$ cat src/rtl/decode_stage.sv
// Registered, flow-controlled instruction decode stage with an optional PREFIX word
// that widens the immediate/relative fields of the next instruction (DECODE_PREFIX_EN).
module decode_stage #(
    parameter int unsigned PFX_W = 8,
    parameter int unsigned PC_W  = 16,
`ifdef DECODE_PREFIX_EN
    localparam int unsigned VAL_W = 8 + PFX_W
`else
    localparam int unsigned VAL_W = 8
`endif
) (
    input  logic              clk,
    input  logic              rst_n,
    input  logic              flush,
    input  logic              in_valid,
    output logic              in_ready,
    input  logic [15:0]       in_word,
    input  logic [PC_W-1:0]   in_pc,
    output logic              out_valid,
    input  logic              out_ready,
    output logic [PC_W-1:0]   out_pc,
    output logic [3:0]        out_group,
    output logic [3:0]        out_operator,
    output logic [2:0]        out_rgv,
    output logic [2:0]        out_rg1,
    output logic [2:0]        out_rg2,
    output logic [VAL_W-1:0]  out_val,
    output logic [VAL_W-1:0]  out_rel,
    output logic              out_prefixed,
    output logic              pfx_pending
);

    typedef enum logic [3:0] {
        GROUP_CRVMATH       = 4'd0,
        GROUP_RJMP          = 4'd1,
        GROUP_CRRMATH       = 4'd2,
        GROUP_CRSMATH       = 4'd3,
        GROUP_WRRMATH       = 4'd4,
        GROUP_WRRMATH_MEM   = 4'd5,
        GROUP_WRSMATH       = 4'd6,
        GROUP_WRSMATH_STACK = 4'd7,
        GROUP_SFLAG         = 4'd8,
        GROUP_UFLAG         = 4'd9,
        GROUP_SPECIAL       = 4'd10,
        GROUP_PREFIX        = 4'd11,
        GROUP_ILLEGAL       = 4'd15
    } group_e;

    if (PFX_W < 1 || PFX_W > 11) begin : g_bad_pfx_w
        $error("decode_stage: PFX_W must be in 1..11");
    end

    function automatic group_e classify(input logic [15:0] w);
        group_e g;
        g = GROUP_ILLEGAL;
        casez (w[4:0])
            5'b0????: g = GROUP_CRVMATH;
            5'b10???: g = GROUP_RJMP;
            5'b11100: g = GROUP_CRRMATH;
            5'b11110: g = GROUP_CRSMATH;
            5'b11000: g = GROUP_SFLAG;
            5'b11001: g = GROUP_UFLAG;
            5'b11011: g = GROUP_SPECIAL;
`ifdef DECODE_PREFIX_EN
            5'b11010: g = GROUP_PREFIX;
`else
            5'b11010: g = GROUP_ILLEGAL;
`endif
            5'b11101: begin
                if (!w[15] || w[14:12] == 3'b011 || w[14:12] == 3'b111)
                    g = GROUP_WRRMATH;
                else
                    g = GROUP_WRRMATH_MEM;
            end
            5'b11111: g = (w[14:12] == 3'b111) ? GROUP_WRSMATH_STACK : GROUP_WRSMATH;
            default:  g = GROUP_ILLEGAL;
        endcase
        return g;
    endfunction

    group_e             grp;
    group_e             nxt_group;
    logic               load_out;
    logic               nxt_prefixed;
    logic [PC_W-1:0]    nxt_pc;
    logic [VAL_W-1:0]   nxt_val;
    logic [VAL_W-1:0]   nxt_rel;
    logic               accept;

    assign in_ready = !out_valid || out_ready;
    assign accept   = in_valid && in_ready;

`ifdef DECODE_PREFIX_EN
    logic               pfx_q;
    logic [PFX_W-1:0]   pfx_val_q;
    logic [PC_W-1:0]    pfx_pc_q;
    logic               latch_pfx;

    assign pfx_pending = pfx_q;
`else
    assign pfx_pending  = 1'b0;
    assign out_prefixed = 1'b0;
`endif

    always_comb begin
        grp          = classify(in_word);
        load_out     = 1'b1;
        nxt_group    = grp;
        nxt_pc       = in_pc;
        nxt_prefixed = 1'b0;
        nxt_val      = VAL_W'(in_word[11:4]);
        nxt_rel      = VAL_W'(signed'(in_word[7:0]));
`ifdef DECODE_PREFIX_EN
        latch_pfx = 1'b0;
        // A prefix only emits an output when it displaces an older pending prefix.
        if (grp == GROUP_PREFIX) begin
            latch_pfx = 1'b1;
            nxt_group = GROUP_ILLEGAL;
            load_out  = pfx_q;
        end
        if (pfx_q) begin
            nxt_pc       = pfx_pc_q;
            nxt_prefixed = 1'b1;
            nxt_val      = {pfx_val_q, in_word[11:4]};
            nxt_rel      = {pfx_val_q, in_word[7:0]};
            if (grp != GROUP_CRVMATH && grp != GROUP_RJMP)
                nxt_group = GROUP_ILLEGAL;
        end
`endif
    end

    always_ff @(posedge clk) begin
        if (!rst_n) begin
            out_valid    <= 1'b0;
            out_pc       <= '0;
            out_group    <= GROUP_ILLEGAL;
            out_operator <= '0;
            out_rgv      <= '0;
            out_rg1      <= '0;
            out_rg2      <= '0;
            out_val      <= '0;
            out_rel      <= '0;
        end else if (flush) begin
            out_valid <= 1'b0;
        end else begin
            if (out_valid && out_ready)
                out_valid <= 1'b0;
            if (accept && load_out) begin
                out_valid    <= 1'b1;
                out_pc       <= nxt_pc;
                out_group    <= nxt_group;
                out_operator <= in_word[15:12];
                out_rgv      <= in_word[3:1];
                out_rg1      <= in_word[7:5];
                out_rg2      <= in_word[10:8];
                out_val      <= nxt_val;
                out_rel      <= nxt_rel;
            end
        end
    end

`ifdef DECODE_PREFIX_EN
    always_ff @(posedge clk) begin
        if (!rst_n) begin
            pfx_q        <= 1'b0;
            pfx_val_q    <= '0;
            pfx_pc_q     <= '0;
            out_prefixed <= 1'b0;
        end else if (flush) begin
            pfx_q <= 1'b0;
        end else if (accept) begin
            pfx_q <= latch_pfx;
            if (latch_pfx) begin
                pfx_val_q <= in_word[4+PFX_W:5];
                pfx_pc_q  <= in_pc;
            end
            if (load_out)
                out_prefixed <= nxt_prefixed;
        end
    end
`endif

endmodule

$ cat config.mk
export PLATFORM = sky130hd
export DESIGN_NAME = decode_stage
export DESIGN_NICKNAME = d
export VERILOG_FILES = /design/src/rtl/decode_stage.sv
export SDC_FILE = /design/constraint.sdc
export NUM_CORES = 1
export LEC_CHECK = 0
export CAP_MARGIN = 20
export CORE_MARGIN = 4
export CORE_UTILIZATION = 36
export CTS_BUF_LIST = sky130_fd_sc_hd__clkbuf_2 sky130_fd_sc_hd__clkbuf_4 sky130_fd_sc_hd__clkbuf_8
export CTS_CLUSTER_DIAMETER = 60
export DETAILED_ROUTE_END_ITERATION = 10
export PLACE_DENSITY = 0.79
export SLEW_MARGIN = 5
export SYNTH_ARGS = -nofsm -noshare
export SYNTH_HDL_FRONTEND = slang
export SYNTH_SLANG_ARGS = --single-unit
$ cat constraint.sdc
create_clock -name clk -period 1.1 [get_ports clk]
set_clock_uncertainty 0.05 [all_clocks]
set_input_delay 0.22 -clock clk [delete_from_list [all_inputs] [get_ports clk]]
set_output_delay 0.22 -clock clk [all_outputs]
set_load 0.01 [all_outputs]
* After elaboration in Yosys (flattened, before gate mapping)
Index checks and enable logic that the tools add are counted.
Cells by class: eq/ne operators 11, multiplexer cells 5, bitwise logic cells 3, reduce and logical (&&, ||, !) cells 10
Operator list (number):
- $eq 5x5->1 const B | 8
- $pmux 4 s10 | 1
- $mux 1 | 4
- $eq 3x2->1 const B | 1
- $eq 3x3->1 const B | 1
- $logic_or 1x1->1 | 3
- $not 1->1 | 3
- $eq 2x2->1 const B | 1
- $logic_and 1x1->1 | 2
- $logic_not 1->1 | 2
- $reduce_and 2->1 | 1
- $reduce_bool 2->1 | 1
- $reduce_or 2->1 | 1
Storage, ports and cells: flip-flop bits (word level) 50, bits of input ports 37, output and inout port bits 53, word-level logic and storage cells 38

* Longest topological paths before layout
Gate-level depths: netlist (run 1).
word-level depth 5, mapped depth 7, mapped depth without buffers 5

* Worst setup path before layout (run 1)
No wires, ideal clock.
kind register -> register, start point reg out_valid, end point reg out_rgv[0], library setup time 70 ps, arrival time 1145 ps, required time 980 ps, setup slack -165 ps, cell stages (with the launch flop) 8, buffers on the path 2, period minus slack after synthesis 1265 ps, cell sequence dfxtp_1 nor2b_4 inv_2 nand3b_2 buf_6 buf_4 nand2_1 a21boi_1
Between the ends: word-level cells in the longest chain between the ends 4
RTL lines:
- start: declaration | line 19 | output logic out_valid,
- start signal: assignment | line 134 | out_valid <= 1'b0;
- start signal: assignment | line 144 | out_valid <= 1'b0;
- start signal: assignment | line 147 | out_valid <= 1'b0;
- $logic_not 1->1 | line 90 | assign in_ready = !out_valid || out_ready;
- $logic_or 1x1->1 | line 90
- via in_ready | line 16 | output logic in_ready,
- $logic_and 1x1->1 | line 91 | assign accept = in_valid && in_ready;
- $reduce_and 2->1 (no source line)
- end signal: assignment | line 153 | out_rgv <= in_word[3:1];
- end: declaration | line 24 | output logic [2:0] out_rgv,
The timed path passes the listed nets, and every way through them passes these cells. A chain may end at the register's enable or synchronous reset.

* Final worst setup path (run 1)
start point reg out_valid, end point reg out_pc[9]
Between the ends: word-level cells in the longest chain between the ends 4
RTL lines:
- $logic_not 1->1 | line 90
- $logic_or 1x1->1 | line 90
- $logic_and 1x1->1 | line 91
- $reduce_and 2->1 (no source line)
- end signal: assignment | line 150 | out_pc <= nxt_pc;
- end: declaration | line 21 | output logic [PC_W-1:0] out_pc,
No other way between the ends.

==> results of run 1 <==
==> worst min-delay path, stage by stage, from the launching register on <==
cell,delay (ns)
dfxtp_1,0.31
nand2_1,0.05
a21boi_1,0.05
==> per-stage QoR <==
stage               hold slack, ns  worst slack (ns)   util  setup TNS, ns
finish                       0.399            -0.301  0.617          -8.42
global route                 0.417            -0.334  0.617         -10.62
CTS                          0.401            -0.323  0.589          -9.48
detailed placement           0.394            -0.587  0.586         -22.23
global placement             0.390            -0.544  0.586         -20.40
floorplan                    0.239            -0.103      -          -3.07
==> sequential cells by signal (all words and copies together), names as in the netlist <==
name          flops
out_val           4
out_rg1           2
out_operator      4
out_rel           2
out_valid         1
out_group         4
out_rgv           2
out_pc           16
out_rg2           2
==> routing by layer <==
metal  global-route usage  vias up  share of wire
met5                    0        -              0
met2                0.298       45           0.55
met3               0.0347        4          0.066
met4               0.0573        0          0.011
li1                     -      778              -
met1                0.181      709           0.38
==> cells in the final DEF (no fill, tap or decap), types with 5 or more instances in the layout <==
cell / count
buf_4: 12
clkbuf_8: 5
nand2_4: 7
clkdlybuf4s50_1: 35
nand2_2: 8
dfxtp_2: 20
a21boi_1: 24
buf_12: 6
buf_2: 47
nand2_1: 55
buf_6: 6
a21boi_2: 8
dfxtp_1: 16
==> final cells by class <==
cell class                      count  area, um^2
Clock buffer                        6        76.3
Clock inverter                      2        10.0
Fill cell                         408        1650
Inverter                            2        7.51
Multi-Input combinational cell    124         808
Sequential cell                    37         769
Tap cell                           52        65.1
Timing Repair Buffer              110         933
==> power breakdown <==
part           internal [mW]  switching (mW)  total (mW)
Sequential              1.41          0.0380        1.45
Combinational          0.364           0.284       0.648
Clock                  0.464           0.468       0.932
==> timing repair <==
action | 4_1_cts | 5_1_grt
pin swaps | 6 | 23
setup buffers | 5 | 0
gates resized for setup | 233 | 38
gates cloned | 2 | 1
endpoints found under the setup margin | 87 | 41
==> cells by family (layout without fill, tap and decap cells) <==
group           count (synthesis)  after routing
compound gates                 39             39
buf+inv                        28            120
flops                          37             37
other cells                     1              2
simple gates                   83             83
==> final timing paths <==
path / to / slack, ns / depth (start not counted)
setup / recovery: out_pc[9] / -0.30 / 7
hold / removal: out_pc[4] / 0.40 / 2
setup reg to reg: out_pc[9] / -0.30 / 7
hold reg to reg: out_pc[4] / 0.40 / 2
==> results.md, run 1 <==
- Drt drc: 0
- FMAX: about 0.71 GHz
- TritonCTS buffer count: 5
- Io pins: 90
- Worst VDD drop: about 0.00090 V
- Leak: 1.21 nW
- First-pass DRT Iterations: 4
- Die span in x: around 75 um
- I/O Buffers: 87
- Hold/Removal Path Class: reg -> reg
- Final Setup Violations: 38
- Vias per cell: between 4 and 5
- Antenna diodes: 0
- Post-synth top flop: dfxtp_1
- Initial core utilization: 0.371
- Post-synthesis mux area share: 0
- RSZ-0062 raised after global routing: yes
- Seq/Total Area, Yosys: 0.462
- Setup crit end kind: register
- Buf/Inv on CP: 3
- Critical Path AT: 1.56 ns
- CTS Hold Bufs: 0
- ANT nets after route: 0
- Status: complete, but fails checks
- Layout cells sized above 1: 0.473
- Final Hold Viols: 0
- Netlist cell types: 26
- CP max-delay cell: dfxtp_2
- Async set or reset register ratio after synthesis: 0
- Final nets: around 320
- Initial antenna violation count: 0
- Post-Synth Adder-Cell Area: 0
- Maxcap violations: 0
- CP Max Fanout: 5
- Synth top cells by count: 70 x nand2_1, 37 x dfxtp_1, 28 x a21boi_1
- Non-filler cells, final: 333
- GRT Residual Overflow: 0
- Synth Area in XOR/XNOR: 0
- Tmin final: about 1.4 ns
- Fin worst setup slack: -0.301 ns
- Die height: approximately 75 um
- Startpoint Class: register
- Beginning of the worst register-to-register path: out_valid
- Post-Syn Area: between 1500 and 2000 um^2
- Min-delay src: out_pc[4]
- Post-synthesis register bit count: 37
- Post-Syn Instances: roughly 190
- Clk pin slew, worst setup/hold paths: approximately 0.070 ns
- Number of synthesized flops with an enable pin: 0
- Synth Area in Compound Gates: 0.182
- Synth Area per Inst: 8.53 um^2
- Largest family of logic cells by synthesized area: simple AND/OR/NAND/NOR gates
- Cell Pwr Density: ~1100 nW/um^2
- Routed via count: between 1500 and 2000
- FP Rows: 24
- Total core area: between 4000 and 5000 um^2
- Worst skew pair latency: about 0.28 ns
- CTS sink count: 37
- Number of global-route vias before repair: about 1500
- Placed Cells incl. Taps: between 300 and 400
- Finished Cell Area: roughly 2700 um^2
- Post-route clock period utilization: 1.27
- DP HPWL: 3250 um
- Deepest clock path buffer count: 2
- Worst path required time: between 1 and 1.5 ns
- DRT Wirelength: between 4000 and 5000 um
- Area contributors post-synth: dfxtp_1 46%, nand2_1 16%, a21boi_1 13%
- First DRT Iteration DRCs: 31
- First-pass GRT wire length: 6910 um
- Placed Area: roughly 2500 um^2
- DR WL/cell: 14.1 um
- Crit path from: out_valid
- Cell chain of the critical path: nor2b_4 -> buf_6 -> nor3b_4 -> buf_12 -> clkbuf_16 -> nand2_4 -> a21boi_2
- GPL Wtd Cong: approximately 0.77
- Design Power: 3.03 mW
- Layout area overhead: 66.5%
- Crit Path Class: reg -> reg
- CP top delay family: buffers and inverters
- CP peak stage delay: around 0.32 ns
- GRT Overall Usage: 0.161
- Final max-slew violation count: 0
- Yosys top cell area share: 0.462
- Warnings from Yosys: 0
- CTS tree: built
- Count leader, synth: nand2_1
- Simple logic cell fraction of the synthesized area: 0.229
- Violated checks: setup timing
- H-tree depth: 2
- Pin count of the biggest net entering global routing: 19
- Root buf cell: clkbuf_8
- Cell taking the most area after synthesis: dfxtp_1
- Die area: about 5600 um^2
Power figures use the tool's default switching activity.
==> run 2, diff against run 1 <==
--- a/config.mk
+++ b/config.mk
@@ -6,6 +6,7 @@
 export NUM_CORES = 1
 export LEC_CHECK = 0
 export CAP_MARGIN = 20
+export CORE_ASPECT_RATIO = 0.9
 export CORE_MARGIN = 4
 export CORE_UTILIZATION = 36
 export CTS_BUF_LIST = sky130_fd_sc_hd__clkbuf_2 sky130_fd_sc_hd__clkbuf_4 sky130_fd_sc_hd__clkbuf_8
@@ -16,3 +17,4 @@
 export SYNTH_ARGS = -nofsm -noshare
 export SYNTH_HDL_FRONTEND = slang
 export SYNTH_SLANG_ARGS = --single-unit
+export TNS_END_PERCENT = 100
==> results.md, run 2 (synthesis gave the netlist of run 1 again) <==
- Crit Path Class: reg -> reg (unchanged)
- Final nets: 324 (was 317)
- DP HPWL: 3270 um (was 3250 um)
- DR WL/cell: 13.1 um (was 14.1 um)
- Top Layer Used: met4 (unchanged)
- Design Power: 3.30 mW (was 3.03 mW)
- Cell chain of the critical path: nor2b_4 -> inv_2 -> buf_6 -> nand3b_4 -> buf_12 -> nand2_1 -> a21boi_1 (was nor2b_4 -> buf_6 -> nor3b_4 -> buf_12 -> clkbuf_16 -> nand2_4 -> a21boi_2)
- Initial antenna violation count: 0 (unchanged)
- Leak: 1.21 nW (about the same)
- Max FFs per register: 16 (unchanged)
- Tmin final: 1.29 ns (was 1.40 ns)
- Die area: 5590 um^2 (about the same)
- Area of the multi-input gates: 746 um^2 (was 808 um^2)
- Commonest non-fill, non-tap cell in the layout: nand2_1 (unchanged)
- Initial core utilization: 0.383 (was 0.371)
- RSZ-0062 raised after global routing: yes (unchanged)
- Comb power frac: 0.188 (was 0.214)
- CP max-delay cell: dfxtp_2 (unchanged)
- Pin count of the biggest net entering global routing: 18 (was 19)
- Fin worst setup slack: -0.189 ns (was -0.301 ns)
- GRT Overall Usage: 0.162 (was 0.161)
- H-tree depth: 2 (unchanged)
- Sequential Power Share: 0.440 (was 0.478)
- Setup crit end kind: register (unchanged)
- Hold/Removal Path Class: in -> reg (was reg -> reg)
- Deepest clock path buffer count: 2 (unchanged)
- Sw power: 0.795 mW (was 0.790 mW)
- Worst path required time: 1.27 ns (was 1.26 ns)
- Antenna diodes: 0 (unchanged)
- First DRT Iteration DRCs: 62 (was 31)
- Setup TNS: -5.70 ns (was -8.42 ns)
- Post-route clock period utilization: 1.17 (was 1.27)
- Total core area: 4180 um^2 (was 4320 um^2)
- Drt drc: 0 (unchanged)
- Startpoint Class: register (unchanged)
- DRT Wirelength: 4550 um (was 4680 um)
- Worst skew pair latency: 0.29 ns (was 0.28 ns)
- First-pass DRT Iterations: 4 (unchanged)
- Internal power: 2.50 mW (was 2.24 mW)
- Violated checks: setup timing (unchanged)
- Critical Path AT: 1.46 ns (was 1.56 ns)
- First-pass GRT wire length: 7200 um (was 6910 um)
- TritonCTS buffer count: 5 (unchanged)
- Die height: 71.3 um (was 74.8 um)
- Cell Pwr Density: 1240 nW/um^2 (was 1130 nW/um^2)
- FMAX: 0.776 GHz (was 0.714 GHz)
- Final Hold Viols: 0 (unchanged)
- CP Max Fanout: 16 (was 5)
- Routed via count: 1562 (was 1536)
- Final max-slew violation count: 0 (unchanged)
- Final Setup Violations: 40 (was 38)
- Vias per cell: 4.49 (was 4.61)
- Die span in x: 78.4 um (was 74.8 um)
- GRT Residual Overflow: 0 (unchanged)
- Layout cells sized above 1: 0.448 (was 0.473)
- Routed length on met2: 2270 um (was 2560 um)
- FP Rows: 22 (was 24)
- Root buf cell: clkbuf_8 (unchanged)
- ANT nets after route: 0 (unchanged)
- GPL Wtd Cong: 0.743 (was 0.773)
- Status: complete, but fails checks (unchanged)
- Worst VDD drop: 0.000783 V (was 0.000904 V)
- Metal3 WL: 304 um (was 309 um)
- Io pins: 90 (unchanged)
- CTS sink count: 37 (unchanged)
- M1 WL: 1910 um (was 1760 um)
- Switch share: 0.241 (was 0.261)
- Clk pin slew, worst setup/hold paths: 0.08 ns (was 0.07 ns)
- I/O Buffers: 87 (unchanged)
- Layout area overhead: 65.8% (was 66.5%)
- Sequential cell area: 768 um^2 (was 769 um^2)
- Fill count: 369 (was 408)
- Maxcap violations: 0 (unchanged)
- Clk pwr share: 0.372 (was 0.308)
- CP peak stage delay: 0.33 ns (was 0.32 ns)
- Number of global-route vias before repair: 1480 (was 1512)
- Largest reg by FF count: out_pc (unchanged)
- Commonest non-fill, non-tap cells in the layout: 60 x nand2_1, 47 x buf_2, 33 x clkdlybuf4s50_1 (was 55 x nand2_1, 47 x buf_2, 35 x clkdlybuf4s50_1)
- CTS tree: built (unchanged)
==> run 2: cell count changes in the layout (fill, tap and decap cells not counted), sizes merged <==
cell           delta
dlymetal6s2s      +1
nand3b            +1
clkinv            -2
clkinvlp          +1
buf               +8
clkdlybuf4s50     -2
bufinv            +1
clkbuf            -1
==> run 2: repair_timing <==
item / CTS / global route
setup buffers: 3 / 3
resized for setup: 236 / 21
pin swaps: 7 / 9
endpoints found under the setup margin: 87 / 41
hold buffers: 0 / 0
cloned: 1 / 0
==> run 2: critical path, delay by kind of cell (launching register included) <==
kind                   cells  cell delay, ns
AOI/OAI and AO/OA          1            0.14
buffers and inverters      3            0.34
DFF                        1            0.33
and+or+nand+nor            3            0.37
==> run 2: path summary, 6_finish.rpt <==
| kind | startpoint | endpoint | slack [ns] | cells after the start |
|---|---|---|---|---|
| hold / removal | in_word[1] | out_rgv[0] | 0.30 | 4 |
| hold reg to reg | out_pc[1] | out_pc[1] | 0.40 | 2 |
| setup reg to reg | out_valid | out_pc[13] | -0.19 | 7 |
| setup / recovery | out_valid | out_pc[13] | -0.19 | 7 |
==> run 2: stage by stage <==
stage | instances | utilization | setup slack [ns] | cell area (um^2) | hold WS [ns]
floorplan | 189 | - | -0.103 | 1630 | 0.239
global placement | 333 | 0.623 | -0.533 | 2610 | 0.390
detailed placement | 333 | 0.623 | -0.571 | 2610 | 0.394
CTS | 345 | 0.616 | -0.196 | 2580 | 0.316
global route | 348 | 0.636 | -0.277 | 2660 | 0.308
finish | 348 | 0.636 | -0.189 | 2660 | 0.297
==> run 2: layer usage <==
metal / track usage / vias up
met1: 0.185 / 699
met4: 0.0524 / 0
met5: 0 / -
met2: 0.288 / 59
li1: - / 797
met3: 0.0503 / 7
==> run 2: layout make-up <==
class                   instances  share of cell area
flip-flops and latches         37               0.289
clock buffers                   6              0.0310
clock inverters                 2              0.0141
multi-input cells             125               0.280
well taps                      60              0.0282
inverters                       2             0.00282
repair buffers                116               0.355
==> run 2: power by group through the flow <==
| stage | sequential (mW) | combinational (mW) | clock, mW |
|---|---|---|---|
| global placement | 1.47 | 0.639 | 0 |
| detailed placement | 1.48 | 0.647 | 0 |
| floorplan | 1.50 | 0.232 | 0 |
| finish | 1.45 | 0.621 | 1.23 |
| CTS | 1.45 | 0.594 | 1.26 |
| global route | 1.46 | 0.668 | 1.34 |
